[config.mk]
export PLATFORM = sky130hd
export DESIGN_NAME = uart_rx_param
export DESIGN_NICKNAME = d
export VERILOG_FILES = /design/src/rtl/uart_rx_param.sv
export SDC_FILE = /design/constraint.sdc
export NUM_CORES = 1
export LEC_CHECK = 0
export BUFFER_PORTS_ARGS = -buffer_cell sky130_fd_sc_hd__buf_2
export CELL_PAD_IN_SITES_DETAIL_PLACEMENT = 0
export CELL_PAD_IN_SITES_GLOBAL_PLACEMENT = 1
export CORE_ASPECT_RATIO = 1.25
export CORE_UTILIZATION = 35
export CTS_CLUSTER_DIAMETER = 80
export DETAILED_ROUTE_END_ITERATION = 10
export PLACE_DENSITY = 0.79
export SLEW_MARGIN = 20
export SYNTH_ARGS = -nofsm -noshare
export SYNTH_HDL_FRONTEND = slang
export SYNTH_SLANG_ARGS = --single-unit
[constraint.sdc]
create_clock -name clk -period 2 [get_ports clk]
set_clock_uncertainty 0.15 [all_clocks]
set_input_delay 0.4 -clock clk [delete_from_list [all_inputs] [get_ports clk]]
set_output_delay 0.4 -clock clk [all_outputs]
set_load 0.05 [all_outputs]
[src/rtl/uart_rx_param.sv]
// Parametrised UART receiver: input synchroniser, 3-sample majority vote per bit,
// optional parity, 1..2 stop bits, valid/ready output with overrun and break sidebands.
module uart_rx_param #(
    parameter int DATA_BITS = 8,
    parameter int PARITY    = 0,
    parameter int STOP_BITS = 1,
    parameter int OS        = 16
) (
    input  logic                 clk,
    input  logic                 rst,
    input  logic                 i_rx_d,
    input  logic                 sampling,
    output logic [DATA_BITS-1:0] o_rx_data,
    output logic                 o_rx_valid,
    input  logic                 i_rx_ready,
    output logic                 o_frame_err,
    output logic                 o_parity_err,
    output logic                 o_break,
    output logic                 o_overrun
);

    localparam int SYNC_STAGES = 2;
    localparam int CNT_W       = $clog2(OS);
    localparam int BIT_W       = 4;

    localparam logic [CNT_W-1:0] CNT_LAST = CNT_W'(OS - 1);
    localparam logic [CNT_W-1:0] CNT_V0   = CNT_W'(OS / 2 - 1);
    localparam logic [CNT_W-1:0] CNT_V1   = CNT_W'(OS / 2);
    localparam logic [CNT_W-1:0] CNT_V2   = CNT_W'(OS / 2 + 1);
    localparam logic [BIT_W-1:0] DATA_LAST = BIT_W'(DATA_BITS - 1);
    localparam logic [BIT_W-1:0] STOP_LAST = BIT_W'(STOP_BITS - 1);

    typedef enum logic [2:0] {
        S_IDLE,
        S_START,
        S_DATA,
        S_PARITY,
        S_STOP,
        S_BRK_WAIT
    } state_t;

    // ------------------------------------------------------------------
    // Input synchroniser, idles high so reset never looks like a start bit
    // ------------------------------------------------------------------
    logic [SYNC_STAGES-1:0] sync_reg;
    logic                   rxd_s;

    genvar gi;
    generate
        for (gi = 0; gi < SYNC_STAGES; gi++) begin : g_sync
            if (gi == 0) begin : g_first
                always_ff @(posedge clk) begin
                    if (rst) begin
                        sync_reg[gi] <= 1'b1;
                    end else begin
                        sync_reg[gi] <= i_rx_d;
                    end
                end
            end else begin : g_next
                always_ff @(posedge clk) begin
                    if (rst) begin
                        sync_reg[gi] <= 1'b1;
                    end else begin
                        sync_reg[gi] <= sync_reg[gi-1];
                    end
                end
            end
        end
    endgenerate

    assign rxd_s = sync_reg[SYNC_STAGES-1];

    // ------------------------------------------------------------------
    // Receiver state
    // ------------------------------------------------------------------
    state_t               state_reg;
    logic [CNT_W-1:0]     sample_cnt_reg;
    logic [BIT_W-1:0]     bit_cnt_reg;
    logic                 b0_reg;
    logic                 b1_reg;
    logic [DATA_BITS-1:0] shift_reg;
    logic                 pbit_reg;
    logic                 perr_reg;
    logic                 stop_zero_reg;
    logic                 stop_one_reg;

    logic tick_last;
    logic vote_tick;
    logic vote;
    logic last_stop;
    logic commit;
    logic frame_err_next;
    logic break_next;
    logic perr_next;

    always_comb begin
        tick_last      = sampling && (sample_cnt_reg == CNT_LAST);
        vote_tick      = sampling && (sample_cnt_reg == CNT_V2);
        // third sample is taken live on the decision tick
        vote           = (b0_reg & b1_reg) | (b0_reg & rxd_s) | (b1_reg & rxd_s);
        last_stop      = (bit_cnt_reg == STOP_LAST);
        commit         = (state_reg == S_STOP) && vote_tick && last_stop;
        frame_err_next = stop_zero_reg | ~vote;
        break_next     = ~stop_one_reg & ~vote & (shift_reg == '0) & ~pbit_reg;
        perr_next      = (((^shift_reg) ^ vote) != (PARITY == 2));
    end

    always_ff @(posedge clk) begin
        if (rst) begin
            state_reg      <= S_IDLE;
            sample_cnt_reg <= '0;
            bit_cnt_reg    <= '0;
            b0_reg         <= 1'b1;
            b1_reg         <= 1'b1;
            shift_reg      <= '0;
            pbit_reg       <= 1'b0;
            perr_reg       <= 1'b0;
            stop_zero_reg  <= 1'b0;
            stop_one_reg   <= 1'b0;
            o_rx_data      <= '0;
            o_rx_valid     <= 1'b0;
            o_frame_err    <= 1'b0;
            o_parity_err   <= 1'b0;
            o_break        <= 1'b0;
            o_overrun      <= 1'b0;
        end else begin
            o_overrun <= 1'b0;

            if (o_rx_valid && i_rx_ready) begin
                o_rx_valid <= 1'b0;
            end

            if (sampling) begin
                sample_cnt_reg <= (sample_cnt_reg == CNT_LAST) ? '0 : sample_cnt_reg + 1'b1;
                if (sample_cnt_reg == CNT_V0) begin
                    b0_reg <= rxd_s;
                end
                if (sample_cnt_reg == CNT_V1) begin
                    b1_reg <= rxd_s;
                end
            end

            case (state_reg)
                S_IDLE: begin
                    if (sampling && !rxd_s) begin
                        state_reg      <= S_START;
                        sample_cnt_reg <= '0;
                        pbit_reg       <= 1'b0;
                        perr_reg       <= 1'b0;
                    end
                end

                S_START: begin
                    if (sampling && rxd_s && (sample_cnt_reg <= CNT_V1)) begin
                        state_reg <= S_IDLE;
                    end else if (tick_last) begin
                        state_reg   <= S_DATA;
                        bit_cnt_reg <= '0;
                    end
                end

                S_DATA: begin
                    if (vote_tick) begin
                        shift_reg <= {vote, shift_reg[DATA_BITS-1:1]};
                    end
                    if (tick_last) begin
                        if (bit_cnt_reg == DATA_LAST) begin
                            bit_cnt_reg   <= '0;
                            stop_zero_reg <= 1'b0;
                            stop_one_reg  <= 1'b0;
                            state_reg     <= (PARITY != 0) ? S_PARITY : S_STOP;
                        end else begin
                            bit_cnt_reg <= bit_cnt_reg + 1'b1;
                        end
                    end
                end

                S_PARITY: begin
                    if (vote_tick) begin
                        pbit_reg <= vote;
                        perr_reg <= perr_next;
                    end
                    if (tick_last) begin
                        bit_cnt_reg <= '0;
                        state_reg   <= S_STOP;
                    end
                end

                S_STOP: begin
                    if (vote_tick) begin
                        if (last_stop) begin
                            // leave mid-bit so a following start edge is not missed
                            state_reg <= break_next ? S_BRK_WAIT : S_IDLE;
                        end else begin
                            stop_zero_reg <= stop_zero_reg | ~vote;
                            stop_one_reg  <= stop_one_reg | vote;
                        end
                    end
                    if (tick_last && !last_stop) begin
                        bit_cnt_reg <= bit_cnt_reg + 1'b1;
                    end
                end

                S_BRK_WAIT: begin
                    if (sampling && rxd_s) begin
                        state_reg <= S_IDLE;
                    end
                end

                default: begin
                    state_reg <= S_IDLE;
                end
            endcase

            // a word still held unaccepted wins over the new one
            if (commit) begin
                if (!o_rx_valid || i_rx_ready) begin
                    o_rx_data    <= shift_reg;
                    o_frame_err  <= frame_err_next;
                    o_parity_err <= (PARITY != 0) ? perr_reg : 1'b0;
                    o_break      <= break_next;
                    o_rx_valid   <= 1'b1;
                end else begin
                    o_overrun <= 1'b1;
                end
            end
        end
    end

endmodule
==> results of run 1 <==
## final timing paths
check            startpoint           end  slack (ps)  cells past startpoint
max          bit_cnt_reg[0]  state_reg[0]          40                      7
min                  i_rx_d   sync_reg[0]         140                      2
max reg2reg  bit_cnt_reg[0]  state_reg[0]          40                      7
min reg2reg     sync_reg[0]         rxd_s         270                      1
## kinds of logic after synthesis
group	count (synthesis)	share of synthesized area, %
flip-flops	38	41.0
AO/OA/AOI/OAI	51	17.5
buffers and inverters	22	6.87
multiplexers	11	6.00
AND/OR/NAND/NOR	83	23.7
other	1	0.202
adder cells (fa/ha/maj)	6	3.91
XOR/XNOR	2	0.944
## where the power goes
part | internal, uW | switching (uW) | total, uW
combinational | 145 | 172 | 317
clock | 500 | 285 | 785
sequential | 785 | 28.0 | 813
## cell usage after synthesis, drive strengths merged, types with 2 or more instances
cell	n	area share, %
ha	5	3.4
dfxtp	38	41
nand4b	2	0.94
buf	10	4.2
a311o	2	1.1
o21ai	7	2.1
nor2	23	4.6
o21a	4	1.6
nand2b	3	1.0
inv	9	1.8
nand4	2	0.67
mux2i	10	5.4
nor4	2	0.67
clkbuf	2	0.40
nor2b	2	0.67
or2b	2	0.94
or4	4	1.7
nand2	17	3.4
a31oi	3	1.0
a211o	2	0.94
a21oi	24	6.7
nand3	14	3.8
or2	2	0.67
nor3b	4	1.9
a21o	2	0.88
## final cells by class
| type | instances | area (sq um) |
|---|---|---|
| Sequential cell | 38 | 767 |
| Timing Repair Buffer | 33 | 208 |
| Tap cell | 62 | 77.6 |
| Clock buffer | 5 | 68.8 |
| Inverter | 9 | 33.8 |
| Multi-Input combinational cell | 154 | 985 |
| Clock inverter | 3 | 68.8 |
| Fill cell | 520 | 2870 |
## per-layer routing
metal  track usage [%]  up-vias  wire length, um  share of wire [%]
met5                 0        -                0                  0
met4              5.22        0               46                1.2
met3              3.85        5              121                3.1
met2              25.2       20             1940                 50
met1              17.6      703             1750                 45
li1                  -      803                -                  -
## cells in the final DEF (no fill, tap or decap), types with 2 or more instances in the layout
cell type  count
buf_2         16
o21a_1         4
nand4_1        2
a211o_1        2
nand3_1       14
nand2b_1       3
or2_2          2
nor2_1        23
clkbuf_8       5
o21ai_0        5
nor3b_1        2
inv_1          9
nand2_1       17
or4_1          3
nor2b_1        2
dfxtp_1       33
or2b_2         2
a31oi_1        3
bufinv_16      2
buf_4         17
a21oi_1       23
dfxtp_2        5
ha_1           5
mux2i_1       10
nand4b_1       2
a311o_1        2
nor4_1         2
## worst register-to-register path: stages (launching register included)
cell and delay, ps:
dfxtp_2 350, inv_1 50, ha_1 190, nor3b_4 170, a311o_1 360, o22a_1 250
a211o_1 300, o21ai_0 70
## per-stage QoR
stage	instances	util, %	hold WS (ps)
floorplan	214	-	239
global placement	296	40.3	242
detailed placement	296	40.3	253
CTS	304	43.0	138
global route	304	43.5	135
finish	304	43.5	141
==> results.json, run 1 <==
{
  "syn_nets": 224,
  "antenna_found_initial": 0,
  "first_pass_iters": 4,
  "power.total_uw": 1920,
  "yosysUniqueCellTypes": 53,
  "cp.arrival_ps": 2030,
  "clk_pin_slew_worst_paths_ps": 80,
  "remaining_drc_errors": 0,
  "power_density_mw_per_mm2": 867,
  "core_area_sq_mm": 0.00508,
  "avgSynthCellArea_sq_um": 8.68,
  "cts_setup_buffers": 0,
  "fin_ws_ps": 42.4,
  "cts_sinks": 38,
  "grt_pass1_wl_um": 6470,
  "place_ws_ps": 46.3,
  "fin_tns_setup_ps": 0,
  "place_congestion": 0.830,
  "wl_per_cell_um": 12.7,
  "critPathKind": "flop to flop",
  "ant_nets": 0,
  "fin_area_sq_mm": 0.00221,
  "vias_per_cell": 5.04,
  "ys_warn_count": 0,
  "cts_hold_buf": 0,
  "drtIter0Drc": 106,
  "p_leak_uw": 0.000914,
  "critPathSlowestCell": "a311o_1",
  "antennaDiodeCount": 0,
  "hold_class": "input pin to flop",
  "grt.total_usage_pct": 14.9,
  "cap_violations": 0,
  "crit_fanout": 5,
  "cp_num_buf_inv": 1,
  "dpl_cell_area_sq_mm": 0.00205,
  "pin_count": 18,
  "hold_viol": 0,
  "cts_inserted_buffers": 5,
  "fin_nets": 251,
  "cts_max_level": 2,
  "drt_wl_total_um": 3860,
  "start_util_pct": 36.6,
  "status": "finished, final reports clean",
  "ys_ff_latch": 38,
  "die_w_um": 67.1,
  "slew_viol_final": 0,
  "portBuffers": 16,
  "post-route-period-util_pct": 97.9,
  "start_kind": "flop",
  "crit_family": "compound AO/OA/AOI/OAI gates",
  "dp_hpwl_um": 2730,
  "drive_gt1_share_pct": 24.8,
  "grt_pass1_vias": 1460,
  "clk_latency_ps": 290,
  "die_h_um": 83.4,
  "dieArea_sq_mm": 0.00560,
  "fmax_ghz": 0.511,
  "setup-violations-final": 0,
  "syn_inst": 214,
  "min_period_ps": 1960,
  "grt.overflow.total": 0,
  "std_cell_rows": 29,
  "rsz0062_at_grt": "yes",
  "yosysSeqAreaShare_pct": 41.0,
  "synth_area_sq_mm": 0.00186,
  "ctsResizeCount": 0,
  "synth_flop_cell": "dfxtp_1",
  "cts-root-buf": "clkbuf_8",
  "ctsLongestPathBuffers": 2,
  "grt_max_degree": 27,
  "area_growth_pct": 18.9,
  "synth-edff-count": 0,
  "num_vias": 1531,
  "critPathMaxStageDelay_ps": 360,
  "cp.required_ps": 2070,
  "tritoncts": "built",
  "peakVddDrop_mv": 0.407,
  "async_flop_share_pct": 0,
  "cp-end-kind": "flop",
  "path_cells": "inv_1 -> ha_1 -> nor3b_4 -> a311o_1 -> o22a_1 -> a211o_1 -> o21ai_0"
}
Power figures use the tool's default switching activity.
==> inputs of run 2 (changes only) <==
- ABC_CLOCK_PERIOD_IN_PS: unset -> 2000
- CORE_UTILIZATION: 35 -> 40
- PLACE_DENSITY: 0.79 -> unset
- PLACE_DENSITY_LB_ADDON: unset -> 0.1
==> run 2 against run 1 <==
Worst hold slack got worse by 7.3 ps. Clock power down 30%. Cell count decreased by 2.6%. Sequential power down 0.6%. Critical path depth is the same. Setup slack improved by 26 ps. Utilization increased by 4.8 points. Clock-buffer cell count rose by 1. Critical path type unchanged. Critical endpoint is now state_reg[2].
==> results.json, run 2 (same netlist as run 1, synthesis figures left out) <==
{
  "status": "finished, final reports clean",
  "peakVddDrop_mv": 0.306,
  "final_common_cell": "dfxtp_1",
  "rrSetupSlack_ps": 70,
  "power_density_mw_per_mm2": 789,
  "antennaDiodeCount": 0,
  "clk_pin_slew_worst_paths_ps": 70,
  "p_leak_uw": 0.000864,
  "cts-root-buf": "clkbuf_8",
  "antenna_found_initial": 0,
  "hp-start": "i_rx_d",
  "fin_area_sq_mm": 0.00213,
  "cp.required_ps": 2050,
  "cp-end-kind": "flop",
  "layoutNonFillerInstCount": 296,
  "cts_sinks": 38,
  "fin_nets": 247,
  "fmax_ghz": 0.518,
  "drive_gt1_share_pct": 22.7,
  "remaining_drc_errors": 0,
  "crit_fanout": 5,
  "ctsLongestPathBuffers": 2,
  "grt.total_usage_pct": 17.7,
  "place_congestion": 0.825,
  "cap_violations": 0,
  "std_cell_rows": 27,
  "portBuffers": 16,
  "cts_hold_buf": 0,
  "start_kind": "flop",
  "cts_inserted_buffers": 5,
  "start_util_pct": 42.0,
  "hold_class": "input pin to flop",
  "dieArea_sq_mm": 0.00492,
  "drtIter0Drc": 86,
  "clk_latency_ps": 300,
  "power.total_uw": 1680,
  "placedCellCount": 288,
  "critPathMaxStageDelay_ps": 340,
  "grt.overflow.total": 0,
  "hold_viol": 0,
  "die_h_um": 78.2,
  "area_growth_pct": 15.0,
  "cts_max_level": 2,
  "cp_num_buf_inv": 1,
  "grt_max_degree": 37,
  "holdPathStages": 2,
  "crit_family": "compound AO/OA/AOI/OAI gates",
  "r2r-end": "state_reg[2]",
  "core_area_sq_mm": 0.00443,
  "place_ws_ps": 2.02,
  "dpl_cell_area_sq_mm": 0.00201,
  "fin_ws_ps": 68.8,
  "pin_count": 18,
  "num_vias": 1583,
  "reg2reg_from": "sample_cnt_reg[0]",
  "dp_hpwl_um": 2910,
  "drt_wl_total_um": 4100,
  "tritoncts": "built",
  "wl_per_cell_um": 13.9,
  "fin_tns_setup_ps": 0,
  "grt_pass1_vias": 1477,
  "first_pass_iters": 4,
  "cts_setup_buffers": 0,
  "post-route-period-util_pct": 96.6,
  "min_period_ps": 1930,
  "final_cell_mix": "dfxtp_1 (34), nor2_1 (23), a21oi_1 (23), nand2_1 (17), buf_2 (16)",
  "min_to": "sync_reg[0]",
  "worst_pin_slew_ps": 659,
  "critPathKind": "flop to flop",
  "cp.arrival_ps": 1990,
  "slew_viol_final": 0,
  "critPathSlowestCell": "dfxtp_2",
  "ant_nets": 0,
  "critPathLaunch": "sample_cnt_reg[0]",
  "vias_per_cell": 5.35,
  "die_w_um": 62.9,
  "setup-violations-final": 0,
  "path_cells": "inv_1 -> ha_1 -> or2b_2 -> a211oi_2 -> o22a_1 -> a21oi_1 -> a311oi_1",
  "grt_pass1_wl_um": 6770,
  "maxSlewHeadroom_pct": 56.1,
  "rr_worst_depth": 7
}
run 2: cell types whose count changed in the layout (fill, tap and decap cells not counted), sizes merged:
cell      delta
clkbuf       +1
clkinvlp     +1
bufinv       -2
buf          -4
run 2: layout make-up:
class / count / area [sq um]
Clock inverter: 2 / 12.5
Sequential cell: 38 / 768
Fill cell: 440 / 2290
Clock buffer: 6 / 82.6
Timing Repair Buffer: 29 / 178
Multi-Input combinational cell: 154 / 987
Tap cell: 58 / 72.6
Inverter: 9 / 33.8
run 2: worst max path at each step:
stage	end	slack, ps	cells after the start
CTS	bit_cnt_reg[3]	30	7
finish	state_reg[2]	70	7
global route	state_reg[2]	-70	7
global placement	state_reg[0]	70	7
floorplan	bit_cnt_reg[3]	70	7
detailed placement	state_reg[0]	2	7
run 2: worst register-to-register path: stages, from the launching register on:
cell and delay, ps:
dfxtp_2 340, inv_1 80, ha_1 130, or2b_2 330, a211oi_2 260, o22a_1 220
a21oi_1 90, a311oi_1 230
run 2: timing repair:
action,in CTS,in global routing
pin swaps,0,2
gates resized for setup,1,7
setup endpoints to repair,1,5
run 2: power breakdown:
group	switching, uW	internal, uW
clock network	276	277
logic	182	141
registers	24.7	784
run 2: routing by layer:
layer	routed length [um]	track usage [%]	vias up	share of wire (%)
met5	0	0	-	0
met1	1820	21.3	745	44
met4	74	7.67	0	1.8
met2	2050	29.5	32	50
li1	-	-	800	-
met3	164	4.36	6	4.0
run 2: per-stage QoR:
| stage | utilization, % | hold slack, ps |
|---|---|---|
| after floorplan | - | 239 |
| after CTS | 47.7 | 123 |
| after global routing | 48.2 | 120 |
| after detailed placement | 45.5 | 256 |
| after global placement | 45.5 | 252 |
| final | 48.2 | 134 |
